===== src/rtl/cpu_pkg.sv =====
// Shared definitions for the register-read path: sizes, register index
// type, output-buffer state encoding and one-hot/index helpers.
package cpu_pkg;

  localparam int NREG  = 8;
  localparam int DW    = 16;
  localparam int IDX_W = 3;

  typedef logic [IDX_W-1:0] reg_idx_t;

  typedef enum logic {
    EMPTY = 1'b0,
    FULL  = 1'b1
  } buf_state_t;

  // Lowest-to-highest OR of set bit positions; exact for a legal one-hot input.
  function automatic reg_idx_t onehot_to_idx(input logic [NREG-1:0] oh);
    reg_idx_t idx;
    idx = '0;
    for (int i = 0; i < NREG; i++) begin
      if (oh[i]) idx = idx | reg_idx_t'(i);
    end
    return idx;
  endfunction

  function automatic logic [NREG-1:0] idx_to_onehot(input reg_idx_t idx);
    logic [NREG-1:0] oh;
    oh      = '0;
    oh[idx] = 1'b1;
    return oh;
  endfunction

endpackage


===== src/rtl/reg_read_mux.sv =====
// Selects one DW-bit register from the flattened bank bus. When BYPASS is
// set, a source whose index matches an asserted write-back enable takes the
// write-back data instead, since the bank has not captured it yet.
module reg_read_mux
  import cpu_pkg::*;
#(
  parameter int NREG   = cpu_pkg::NREG,
  parameter int DW     = cpu_pkg::DW,
  parameter bit BYPASS = 1'b0
) (
  input  logic [NREG*DW-1:0] q_i,
  input  reg_idx_t           idx_i,
  input  logic [NREG-1:0]    en_i,
  input  logic [DW-1:0]      wb_data_i,
  output logic [DW-1:0]      data_o
);

  // Forward the in-flight write-back when enabled, otherwise read the bank.
  always_comb begin
    data_o = q_i[idx_i*DW +: DW];
    if (BYPASS && en_i[idx_i]) data_o = wb_data_i;
  end

endmodule


===== src/rtl/operand_fetch.sv =====
// Operand fetch: reads two source registers from the bank bus into a
// one-entry output buffer, stalling requests that would read a register
// with an outstanding write-back.
// Build option: define OPFETCH_BYPASS_EN to forward write-back data to
// matching sources in the write-back cycle; without it a source also stalls
// for the cycle after its write-back while the bank bus catches up.
module operand_fetch
  import cpu_pkg::*;
#(
  parameter int NREG = cpu_pkg::NREG,
  parameter int DW   = cpu_pkg::DW
) (
  input  logic               clk,
  input  logic               rst,
  input  logic               req_valid,
  output logic               req_ready,
  input  reg_idx_t           rs_a,
  input  reg_idx_t           rs_b,
  input  logic               rd_valid,
  input  reg_idx_t           rd,
  input  logic [NREG*DW-1:0] Q,
  input  logic [NREG-1:0]    en,
  input  logic [DW-1:0]      alu_data,
  output logic               op_valid,
  input  logic               op_ready,
  output logic [DW-1:0]      op_a,
  output logic [DW-1:0]      op_b,
  output reg_idx_t           op_rd,
  output logic               op_rd_valid,
  output logic [NREG-1:0]    pending
);

`ifdef OPFETCH_BYPASS_EN
  localparam bit BYPASS = 1'b1;
`else
  localparam bit BYPASS = 1'b0;
`endif

  buf_state_t       state_q, state_d;
  logic [NREG-1:0]  pending_q, pending_d;
  logic [NREG-1:0]  set_mask;
  logic [NREG-1:0]  blocked;
  logic [DW-1:0]    op_a_q, op_b_q;
  logic [DW-1:0]    rd_a, rd_b;
  reg_idx_t         op_rd_q;
  logic             op_rd_valid_q;
  logic             hz;
  logic             accept;
  logic             consume;

`ifdef OPFETCH_BYPASS_EN
  // A write-back in flight is forwarded, so its pending bit no longer blocks.
  assign blocked = pending_q & ~en;
`else
  logic [NREG-1:0] recent_q;

  // Remember last cycle's write-backs: the bank bus shows them only now.
  always_ff @(posedge clk) begin
    if (rst) recent_q <= '0;
    else     recent_q <= en;
  end

  assign blocked = pending_q | recent_q;
`endif

  assign hz        = blocked[rs_a] | blocked[rs_b];
  assign req_ready = !hz && (state_q == EMPTY || op_ready);
  assign accept    = req_valid && req_ready;
  assign consume   = (state_q == FULL) && op_ready;

  reg_read_mux #(.NREG(NREG), .DW(DW), .BYPASS(BYPASS)) u_mux_a (
    .q_i       (Q),
    .idx_i     (rs_a),
    .en_i      (en),
    .wb_data_i (alu_data),
    .data_o    (rd_a)
  );

  reg_read_mux #(.NREG(NREG), .DW(DW), .BYPASS(BYPASS)) u_mux_b (
    .q_i       (Q),
    .idx_i     (rs_b),
    .en_i      (en),
    .wb_data_i (alu_data),
    .data_o    (rd_b)
  );

  // Output buffer next state: fill on accept, drain on consume without refill.
  always_comb begin
    state_d = state_q;
    case (state_q)
      EMPTY:   if (accept) state_d = FULL;
      FULL:    if (consume && !accept) state_d = EMPTY;
      default: state_d = EMPTY;
    endcase
  end

  // Scoreboard next state: clear on write-back, then set for a new writer so
  // a same-cycle set and clear leaves the bit pending.
  always_comb begin
    set_mask  = '0;
    if (accept && rd_valid) set_mask = idx_to_onehot(rd);
    pending_d = (pending_q & ~en) | set_mask;
  end

  // Control and buffered operands; reset drops any held operands.
  always_ff @(posedge clk) begin
    if (rst) begin
      state_q       <= EMPTY;
      pending_q     <= '0;
      op_a_q        <= '0;
      op_b_q        <= '0;
      op_rd_q       <= '0;
      op_rd_valid_q <= 1'b0;
    end else begin
      state_q   <= state_d;
      pending_q <= pending_d;
      if (accept) begin
        op_a_q        <= rd_a;
        op_b_q        <= rd_b;
        op_rd_q       <= rd;
        op_rd_valid_q <= rd_valid;
      end
    end
  end

  assign op_valid    = (state_q == FULL);
  assign op_a        = op_a_q;
  assign op_b        = op_b_q;
  assign op_rd       = op_rd_q;
  assign op_rd_valid = op_rd_valid_q;
  assign pending     = pending_q;

endmodule


===== config.mk =====
export PLATFORM = sky130hd
export DESIGN_NAME = operand_fetch
export DESIGN_NICKNAME = d
export VERILOG_FILES = /design/src/rtl/cpu_pkg.sv /design/src/rtl/reg_read_mux.sv /design/src/rtl/operand_fetch.sv
export SDC_FILE = /design/constraint.sdc
export NUM_CORES = 1
export LEC_CHECK = 0
export BUFFER_PORTS_ARGS = -buffer_cell sky130_fd_sc_hd__buf_2
export CAP_MARGIN = 20
export CORE_ASPECT_RATIO = 1.75
export CORE_MARGIN = 2
export CORE_UTILIZATION = 40
export CTS_BUF_LIST = sky130_fd_sc_hd__clkbuf_8
export CTS_CLUSTER_SIZE = 28
export DETAILED_ROUTE_END_ITERATION = 8
export PLACE_DENSITY = 0.79
export SYNTH_ARGS = -nofsm -noshare
export SYNTH_HDL_FRONTEND = slang
export SYNTH_SLANG_ARGS = --single-unit

===== constraint.sdc =====
create_clock -name clk -period 3.73 [get_ports clk]
set_clock_uncertainty 0.1 [all_clocks]
set_input_delay 0.373 -clock clk [delete_from_list [all_inputs] [get_ports clk]]
set_output_delay 0.373 -clock clk [all_outputs]
set_load 0.005 [all_outputs]

==> insert_results.sql, run 1 <==
INSERT INTO impl_metrics (metric_group, metric, value, unit) VALUES
('outcome', 'run_status', 'finished, final reports clean', ''),
('setup_path', 'critPathArrivalTime', '2.27', 'ns'),
('yosys', 'synth.most_common_cell', 'sky130_fd_sc_hd__mux4_2', ''),
('pwr', 'power_density', '308', 'nW/um^2'),
('min_path', 'hold_path_startpoint', 'en[4]', ''),
('final_layout', 'final_core_utilization', '51.6', '%'),
('sta', 'finalCritPeriodShare', '73.4', '%'),
('floorplan', 'die_area', '11100', 'um^2'),
('sta', 'hold_slack', '0.179', 'ns'),
('drt', 'detail_route.wirelength', '13.2', 'mm'),
('yosys', 'synthesis.nets', '512', ''),
('drt', 'dr.pass1.iters', '5', ''),
('yosys', 'yosys.area.top_type_share', '36.2', '%'),
('drt', 'detailedRoute.firstIterationViolations', '205', ''),
('global_route', 'grt_util_all_layers', '23.7', '%'),
('floorplan', 'die-width', '80.6', 'um'),
('global_route', 'grt_first_pass_wirelength', '20.6', 'mm'),
('sta', 'finalCriticalPeriod', '2.74', 'ns'),
('yosys', 'yosysUniqueCellTypes', '36', ''),
('yosys', 'synthTopCellsByCount', '66 x sky130_fd_sc_hd__mux4_2, 53 x sky130_fd_sc_hd__dfxtp_1, 34 x sky130_fd_sc_hd__nand2_1', ''),
('clocking', 'cts_setup_buffers', '0', ''),
('global_route', 'overflow', '0', ''),
('pwr', 'switching_power', '0.502', 'mW'),
('clocking', 'cts_sinks', '53', ''),
('global_route', 'initial_antenna_violation_count', '0', ''),
('yosys', 'cell_type_with_the_highest_aggregate_area_in_the_netlist', 'sky130_fd_sc_hd__mux4_2', ''),
('yosys', 'synth-edff-count', '0', ''),
('placement', 'place_hpwl', '10.3', 'mm'),
('setup_path', 'r2r_start', 'recent_q[4]', ''),
('yosys', 'synth_cells', '346', ''),
('final_layout', 'final_net_count', '680', ''),
('final_layout', 'antenna-diode-count', '0', ''),
('global_route', 'grt_max_degree', '39', ''),
('min_path', 'worst_min_delay_path_class', 'input port to register', ''),
('yosys', 'netlist_area', '4110', 'um^2'),
('pwr', 'pwr-share-clk', '25.4', '%'),
('sta', 'rsz_0062_raised_after_global_routing', 'false', ''),
('yosys', 'fraction_of_registers_with_async_set_reset', '0', '%'),
('min_path', 'worstHoldPathCells', '2', ''),
('clocking', 'hold_buffers', '0', ''),
('final_layout', 'drive_gt1_share', '60.2', '%'),
('setup_path', 'cp_data_required_time', '3.26', 'ns'),
('clocking', 'resized_after_cts', '0', ''),
('run', 'maxCapViolCount', '0', ''),
('drt', 'wire_per_inst', '20.5', 'um'),
('drt', 'drt_drc_violations_left', '0', ''),
('setup_path', 'ff2ff_path_depth', '6', ''),
('drt', 'avgViaCountPerCell', '6.28', ''),
('sta', 'worst_pin_slew', '0.710', 'ns'),
('pwr', 'cellInternalPower', '1.11', 'mW'),
('pwr', 'swShare', '31.2', '%'),
('sta', 'finalSetupTns', '0', 'ns'),
('floorplan', 'io_pins', '212', ''),
('setup_path', 'worstSetupStartpointType', 'input port', ''),
('yosys', 'yosysWarningCount', '0', ''),
('placement', 'place_congestion', '0.882', ''),
('final_layout', 'layout-area-overhead-vs-synth', '27.0', '%'),
('yosys', 'synth_flop_cell', 'sky130_fd_sc_hd__dfxtp_1', ''),
('floorplan', 'rows', '49', ''),
('pwr', 'ir_drop', '156', 'uV'),
('pwr', 'total_power', '1.61', 'mW'),
('sta', 'finalSetupViolations', '0', ''),
('pwr', 'cellLeakagePower', '2.15', 'nW'),
('sta', 'achievable-frequency', '0.365', 'GHz'),
('setup_path', 'cp-startpoint', 'rs_a[2]', ''),
('placement', 'buffer_ports.inserted', '195', ''),
('clocking', 'total_cts_buffers', '5', ''),
('clocking', 'cts_max_path_buffers', '2', ''),
('yosys', 'synth-seq-cells', '53', ''),
('yosys', 'syn_avg_cell_area', '11.9', 'um^2'),
('sta', 'report.final.slew_viol_count', '0', '');
## flip-flops by register name, summed over array words and instances, names as in the netlist
name	flops
op_rd_valid	1
op_a	16
op_b	16
op_rd	3
pending	8
recent_q	8
op_valid	1
## metrics by stage
| stage | setup WS (ns) | area, um^2 | instances |
|---|---|---|---|
| after CTS | 0.962 | 5220 | 642 |
| after floorplan | 1.54 | 4110 | 346 |
| after detailed placement | 0.847 | 5100 | 634 |
| after global placement | 0.917 | 5100 | 634 |
| final | 0.992 | 5220 | 642 |
| after global routing | 0.877 | 5220 | 642 |
## cells by family after synthesis
kind of cell	synth area share [%]
AO/OA/AOI/OAI	18.4
flip-flops	25.8
buffers and inverters	5.42
multiplexers	40.1
AND/OR/NAND/NOR	10.3
## cells in the final DEF (no fill, tap or decap), drive strengths merged, types with 2 or more instances in the layout
cell / count
buf: 203
a21oi: 5
mux4: 66
a31oi: 32
clkbuf: 6
a2111oi: 4
nor2: 9
o31ai: 4
mux2i: 16
a311oi: 16
a211oi: 16
dfxtp: 53
o32ai: 2
nand2: 34
nand2b: 4
or4: 3
o41ai: 6
nor2b: 9
inv: 5
nand4: 4
nor3: 5
or3b: 6
## worst paths after layout
path                      to  slack (ns)
setup reg to reg    op_a[11]        1.28
hold / removal    pending[4]        0.18
setup / recovery   req_ready        0.99
hold reg to reg     op_rd[2]        0.38
## power groups by stage
| stage | clock network (mW) | registers (mW) | logic, mW |
|---|---|---|---|
| after global routing | 0.437 | 0.638 | 0.609 |
| after global placement | 0 | 0.645 | 0.543 |
| final | 0.409 | 0.634 | 0.566 |
| after detailed placement | 0 | 0.647 | 0.562 |
| after CTS | 0.417 | 0.634 | 0.564 |
| after floorplan | 0 | 0.647 | 0.357 |
## worst max-delay path: stages
cell and delay, ns:
sky130_fd_sc_hd__buf_2 0.37, sky130_fd_sc_hd__inv_2 0.27, sky130_fd_sc_hd__a2111oi_1 0.61, sky130_fd_sc_hd__or4_1 0.38, sky130_fd_sc_hd__nor2_1 0.11, sky130_fd_sc_hd__buf_2 0.15
## area by class of cell
cell class | instances | area [um^2]
well taps | 127 | 159
clock inverters | 2 | 37.5
repair buffers | 203 | 1040
multi-input cells | 246 | 2830
fillers | 910 | 4890
flip-flops and latches | 53 | 1060
clock buffers | 6 | 82.6
inverters | 5 | 18.8
## routing by layer
| layer | global-route usage [%] | vias up | routed length, um |
|---|---|---|---|
| met2 | 42.0 | 255 | 7210 |
| met5 | 0 | - | 0 |
| li1 | - | 1777 | - |
| met1 | 27.3 | 1962 | 4560 |
| met3 | 3.20 | 38 | 885 |
| met4 | 11.4 | 0 | 523 |
No activity file was read; power rests on OpenSTA's default activity.
==> run 2: changes to the inputs <==
--- a/config.mk
+++ b/config.mk
@@ -13,7 +13,7 @@
 export CTS_BUF_LIST = sky130_fd_sc_hd__clkbuf_8
 export CTS_CLUSTER_SIZE = 28
 export DETAILED_ROUTE_END_ITERATION = 8
-export PLACE_DENSITY = 0.79
+export PLACE_DENSITY = 0.82
 export SYNTH_ARGS = -nofsm -noshare
 export SYNTH_HDL_FRONTEND = slang
 export SYNTH_SLANG_ARGS = --single-unit
==> constraint.sdc (replaced) <==
create_clock -name clk -period 2.5 [get_ports clk]
set_clock_uncertainty 0.1 [all_clocks]
set_input_delay 0.25 -clock clk [delete_from_list [all_inputs] [get_ports clk]]
set_output_delay 0.25 -clock clk [all_outputs]
set_load 0.005 [all_outputs]
==> insert_results.sql, run 2 (synthesis gave the netlist of run 1 again) <==
INSERT INTO impl_metrics (metric_group, metric, value, unit) VALUES
('sta', 'hold_slack', '0.0569', 'ns'),
('drt', 'drt_drc_violations_left', '0', ''),
('sta', 'setup_slack', '0.134', 'ns'),
('clocking', 'cts_setup_buffers', '0', ''),
('floorplan', 'die-width', '80.6', 'um'),
('clocking', 'hold_buffers', '0', ''),
('drt', 'detailedRoute.firstIterationViolations', '205', ''),
('sta', 'achievable-frequency', '0.423', 'GHz'),
('drt', 'detail-route-antenna-nets', '0', ''),
('drt', 'wire_per_inst', '20.6', 'um'),
('setup_path', 'crit_end_element', 'output pin', ''),
('sta', 'slew_headroom', '53.7', '%'),
('setup_path', 'critical_path_class', 'register to output pin', ''),
('clocking', 'cts_sinks', '53', ''),
('placement', 'dpl_worst_slack', '0.124', 'ns'),
('outcome', 'run_status', 'finished, final reports clean', ''),
('setup_path', 'worstSetupStartpointType', 'register', ''),
('global_route', 'initial_antenna_violation_count', '0', ''),
('floorplan', 'die_h', '138', 'um'),
('final_layout', 'num-fill-cells', '916', ''),
('run', 'maxCapViolCount', '0', ''),
('floorplan', 'die_area', '11100', 'um^2'),
('drt', 'avgViaCountPerCell', '6.24', ''),
('floorplan', 'rows', '49', ''),
('clocking', 'cts-htree-levels', '2', ''),
('final_layout', 'final_net_count', '684', ''),
('sta', 'rsz_0062_raised_after_global_routing', 'false', ''),
('sta', 'worst_pin_slew', '0.694', 'ns'),
('final_layout', 'layout_commonest_cell', 'sky130_fd_sc_hd__buf_2', ''),
('final_layout', 'drive_gt1_share', '61.0', '%'),
('placement', 'place_hpwl', '10.7', 'mm'),
('drt', 'dr.pass1.iters', '4', ''),
('drt', 'detail_route.wirelength', '13.3', 'mm'),
('floorplan', 'core_region_area', '10100', 'um^2'),
('pwr', 'total_power', '2.32', 'mW'),
('clocking', 'clkTransAtPathRegs', '0.10', 'ns'),
('setup_path', 'critical_path_peak_fanout', '6', ''),
('sta', 'report.final.slew_viol_count', '0', ''),
('floorplan', 'io_pins', '212', ''),
('clocking', 'clk_root_buffer_cell', 'sky130_fd_sc_hd__clkbuf_8', ''),
('sta', 'finalCritPeriodShare', '94.6', '%'),
('global_route', 'grt_first_pass_wirelength', '20.9', 'mm'),
('drt', 'dr_total_vias', '4024', ''),
('pwr', 'power_density', '440', 'nW/um^2'),
('min_path', 'worst_min_delay_path_class', 'input port to register', ''),
('placement', 'place_congestion', '0.870', ''),
('global_route', 'grt_max_degree', '39', ''),
('global_route', 'grt_util_all_layers', '24.0', '%'),
('pwr', 'cellLeakagePower', '2.17', 'nW'),
('sta', 'finalSetupTns', '0', 'ns'),
('clocking', 'clock_insertion_delay_at_the_later_pin_of_the_skew_report', '0.30', 'ns'),
('sta', 'timing.final.hold_violations', '0', ''),
('clocking', 'cts_max_path_buffers', '2', ''),
('global_route', 'number_of_global_route_vias_before_repair', '4154', ''),
('sta', 'finalCriticalPeriod', '2.37', 'ns'),
('global_route', 'overflow', '0', ''),
('final_layout', 'layout-area-overhead-vs-synth', '28.3', '%'),
('clocking', 'total_cts_buffers', '5', ''),
('setup_path', 'cp_data_required_time', '2.15', 'ns'),
('pwr', 'ir_drop', '285', 'uV'),
('floorplan', 'initial_utilization', '40.6', '%'),
('sta', 'finalSetupViolations', '0', ''),
('clocking', 'clock_tree_from_tritoncts', 'done', ''),
('final_layout', 'antenna-diode-count', '0', ''),
('setup_path', 'critPathArrivalTime', '2.02', 'ns'),
('final_layout', 'layout.cells.most_common_list', '195 x sky130_fd_sc_hd__buf_2, 66 x sky130_fd_sc_hd__mux4_2, 53 x sky130_fd_sc_hd__dfxtp_1, 34 x sky130_fd_sc_hd__nand2_1, 32 x sky130_fd_sc_hd__a31oi_1', ''),
('placement', 'buffer_ports.inserted', '195', '');
==> run 2: cell count changes in the layout (fill, tap and decap cells not counted) <==
cell,change
sky130_fd_sc_hd__a2111oi_1,-3
sky130_fd_sc_hd__a2111oi_2,+3
sky130_fd_sc_hd__buf_12,+3
sky130_fd_sc_hd__buf_4,+1
sky130_fd_sc_hd__bufinv_16,-1
==> run 2: what timing repair did <==
| item | 4_1_cts | 5_1_grt |
|---|---|---|
| gates resized for setup | 0 | 3 |
| endpoints found under the hold margin | 0 | 0 |
| endpoints found under the setup margin | 0 | 1 |
==> run 2: cell type report <==
| class | count | area, um^2 | share of cell area [%] |
|---|---|---|---|
| multi-input cells | 246 | 2840 | 53.9 |
| clock inverters | 1 | 7.51 | 0.142 |
| clock buffers | 6 | 82.6 | 1.57 |
| well taps | 127 | 159 | 3.01 |
| repair buffers | 207 | 1100 | 20.9 |
| inverters | 5 | 18.8 | 0.356 |
| flip-flops and latches | 53 | 1060 | 20.1 |
==> run 2: power by group <==
part           internal [mW]  switching [mW]
combinational          0.432           0.431
clock                  0.220           0.288
sequential             0.910          0.0377
==> run 2: per-stage QoR <==
step | area, um^2 | utilization, % | cells
detailed placement | 5170 | 51.1 | 638
finish | 5270 | 52.1 | 645
global placement | 5170 | 51.1 | 638
floorplan | 4110 | - | 346
CTS | 5260 | 52.0 | 645
global route | 5270 | 52.1 | 645
==> run 2: routing by layer <==
layer / track usage (%) / up-vias / part of all wire [%]
met4: 14.2 / 0 / 5.7
li1: - / 1791 / -
met1: 26.9 / 1953 / 34
met5: 0 / - / 0
met2: 42.0 / 234 / 54
met3: 3.26 / 46 / 6.2
==> run 2: path summary, 6_finish.rpt <==
check	from	endpoint	slack, ns	depth (start not counted)
setup / recovery	pending[6]	req_ready	0.13	5
hold / removal	en[4]	pending[4]	0.06	2
setup reg to reg	pending[6]	op_a[11]	0.21	6
hold reg to reg	op_rd[1]	op_rd[1]	0.38	2
==> run 2: worst max-delay path: stages (launching register included) <==
cell and delay (ns):
sky130_fd_sc_hd__dfxtp_1 0.36, sky130_fd_sc_hd__nor3_1 0.24, sky130_fd_sc_hd__a2111oi_2 0.11, sky130_fd_sc_hd__or4_1 0.70, sky130_fd_sc_hd__nor2_1 0.17, sky130_fd_sc_hd__buf_2 0.13
==> run 3: changes to the inputs <==
--- a/config.mk
+++ b/config.mk
@@ -13,7 +13,7 @@
 export CTS_BUF_LIST = sky130_fd_sc_hd__clkbuf_8
 export CTS_CLUSTER_SIZE = 28
 export DETAILED_ROUTE_END_ITERATION = 8
-export PLACE_DENSITY = 0.82
+export PLACE_DENSITY = 0.79
 export SYNTH_ARGS = -nofsm -noshare
 export SYNTH_HDL_FRONTEND = slang
 export SYNTH_SLANG_ARGS = --single-unit
==> constraint.sdc (replaced) <==
create_clock -name clk -period 3 [get_ports clk]
set_clock_uncertainty 0.1 [all_clocks]
set_input_delay 0.3 -clock clk [delete_from_list [all_inputs] [get_ports clk]]
set_output_delay 0.3 -clock clk [all_outputs]
set_load 0.005 [all_outputs]
==> insert_results.sql, run 3 (synthesis gave the netlist of run 1 again) <==
INSERT INTO impl_metrics (metric_group, metric, value, unit) VALUES
('outcome', 'run_status', 'finished, final reports clean', ''),
('floorplan', 'die-width', '80.6', 'um'),
('drt', 'dr.pass1.iters', '4', ''),
('sta', 'finalSetupTns', '0', 'ns'),
('clocking', 'clock_tree_from_tritoncts', 'done', ''),
('clocking', 'total_cts_buffers', '5', ''),
('global_route', 'number_of_global_route_vias_before_repair', '3986', ''),
('floorplan', 'rows', '49', ''),
('drt', 'drt_drc_violations_left', '0', ''),
('clocking', 'hold_buffers', '0', ''),
('placement', 'place_congestion', '0.902', ''),
('floorplan', 'initial_utilization', '40.6', '%'),
('global_route', 'grt_first_pass_wirelength', '20.3', 'mm'),
('global_route', 'initial_antenna_violation_count', '0', ''),
('drt', 'avgViaCountPerCell', '6.19', ''),
('final_layout', 'layout-area-overhead-vs-synth', '27.7', '%'),
('sta', 'report.final.slew_viol_count', '0', ''),
('final_layout', 'num-fill-cells', '913', ''),
('global_route', 'overflow', '0', ''),
('drt', 'dr_total_vias', '3996', ''),
('clocking', 'cts_sinks', '53', ''),
('final_layout', 'final_net_count', '684', ''),
('clocking', 'resized_after_cts', '0', ''),
('setup_path', 'cp_data_required_time', '2.60', 'ns'),
('clocking', 'cts_setup_buffers', '0', ''),
('placement', 'place_hpwl', '10.2', 'mm'),
('clocking', 'cts-htree-levels', '2', ''),
('final_layout', 'layout.cells.most_common_list', '195 x sky130_fd_sc_hd__buf_2, 66 x sky130_fd_sc_hd__mux4_2, 53 x sky130_fd_sc_hd__dfxtp_1, 34 x sky130_fd_sc_hd__nand2_1, 32 x sky130_fd_sc_hd__a31oi_1', ''),
('pwr', 'power_density', '378', 'nW/um^2'),
('placement', 'dpl-instance-area', '5130', 'um^2'),
('sta', 'finalCritPeriodShare', '82.4', '%'),
('final_layout', 'layout_commonest_cell', 'sky130_fd_sc_hd__buf_2', ''),
('global_route', 'grt_util_all_layers', '23.4', '%'),
('setup_path', 'crit_end_element', 'output pin', ''),
('drt', 'detail_route.wirelength', '12.8', 'mm'),
('setup_path', 'critPathArrivalTime', '2.07', 'ns'),
('sta', 'finalSetupViolations', '0', ''),
('placement', 'buffer_ports.inserted', '195', ''),
('setup_path', 'reg2reg_setup_slack', '0.57', 'ns'),
('global_route', 'grt_max_degree', '38', ''),
('drt', 'wire_per_inst', '19.8', 'um'),
('sta', 'timing.final.hold_violations', '0', ''),
('final_layout', 'drive_gt1_share', '60.3', '%'),
('min_path', 'worst_min_delay_path_class', 'input port to register', ''),
('sta', 'achievable-frequency', '0.404', 'GHz'),
('setup_path', 'worstSetupStartpointType', 'register', ''),
('final_layout', 'fin_area', '5250', 'um^2'),
('sta', 'rsz_0062_raised_after_global_routing', 'false', ''),
('sta', 'slew_headroom', '52.5', '%'),
('clocking', 'clock_insertion_delay_at_the_later_pin_of_the_skew_report', '0.30', 'ns'),
('setup_path', 'critical_path_peak_fanout', '6', ''),
('clocking', 'clk_root_buffer_cell', 'sky130_fd_sc_hd__clkbuf_8', ''),
('drt', 'detail-route-antenna-nets', '0', ''),
('clocking', 'clkTransAtPathRegs', '0.10', 'ns'),
('drt', 'detailedRoute.firstIterationViolations', '135', ''),
('floorplan', 'die_h', '138', 'um'),
('sta', 'worst_pin_slew', '0.711', 'ns'),
('final_layout', 'antenna-diode-count', '0', ''),
('clocking', 'cts_max_path_buffers', '2', ''),
('run', 'maxCapViolCount', '0', ''),
('floorplan', 'die_area', '11100', 'um^2'),
('sta', 'finalCriticalPeriod', '2.47', 'ns'),
('pwr', 'ir_drop', '186', 'uV'),
('floorplan', 'io_pins', '212', ''),
('pwr', 'cellLeakagePower', '2.18', 'nW'),
('setup_path', 'critical_path_class', 'register to output pin', ''),
('floorplan', 'core_region_area', '10100', 'um^2');
-- run 3: cell types whose count changed in the layout (fill, tap and decap cells not counted), sizes merged --
cell and delta:
bufinv +1, clkinvlp -1, inv +1
-- run 3: worst max-delay path, stage by stage, from the launching register on --
cell,delay [ns]
sky130_fd_sc_hd__dfxtp_1,0.41
sky130_fd_sc_hd__nor3_1,0.06
sky130_fd_sc_hd__a2111oi_1,0.67
sky130_fd_sc_hd__or4_1,0.39
sky130_fd_sc_hd__nor2_1,0.09
sky130_fd_sc_hd__buf_2,0.15
-- run 3: worst paths after layout --
check | from | cells past startpoint | end
setup / recovery | pending[4] | 5 | req_ready
hold / removal | en[0] | 2 | pending[0]
setup reg to reg | pending[5] | 6 | op_a[13]
hold reg to reg | op_rd[0] | 2 | op_rd[0]
-- run 3: power by group --
group / total [mW] / switching (mW) / internal [mW]
Sequential: 0.789 / 0.0311 / 0.758
Clock: 0.496 / 0.227 / 0.269
Combinational: 0.699 / 0.349 / 0.350
-- run 3: area by class of cell --
cell class / count / area (um^2) / area share, %
multi-input combinational: 246 / 2830 / 53.9
timing repair buffer: 207 / 1070 / 20.3
sequential: 53 / 1060 / 20.2
tap: 127 / 159 / 3.03
clock buffer: 6 / 82.6 / 1.57
clock inverter: 2 / 33.8 / 0.644
inverter: 5 / 18.8 / 0.358
-- run 3: stage by stage --
step | utilization [%] | instances | setup slack (ns) | total power [mW] | hold WS (ns)
3_5_place_dp | 50.7 | 638 | 0.440 | 1.50 | 0.366
5_1_grt | 51.9 | 646 | 0.348 | 2.09 | 0.104
4_1_cts | 51.9 | 646 | 0.513 | 2.00 | 0.0937
2_1_floorplan | - | 346 | 0.888 | 1.25 | 0.317
3_3_place_gp | 50.7 | 638 | 0.498 | 1.48 | 0.363
6_report | 51.9 | 646 | 0.527 | 1.98 | 0.104
-- run 3: routing by layer --
layer / routed length, um / track usage, % / vias to the layer above
li1: - / - / 1790
met1: 4570 / 27.4 / 1931
met2: 6840 / 42.4 / 235
met3: 838 / 1.96 / 40
met4: 552 / 9.81 / 0
met5: 0 / 0 / -
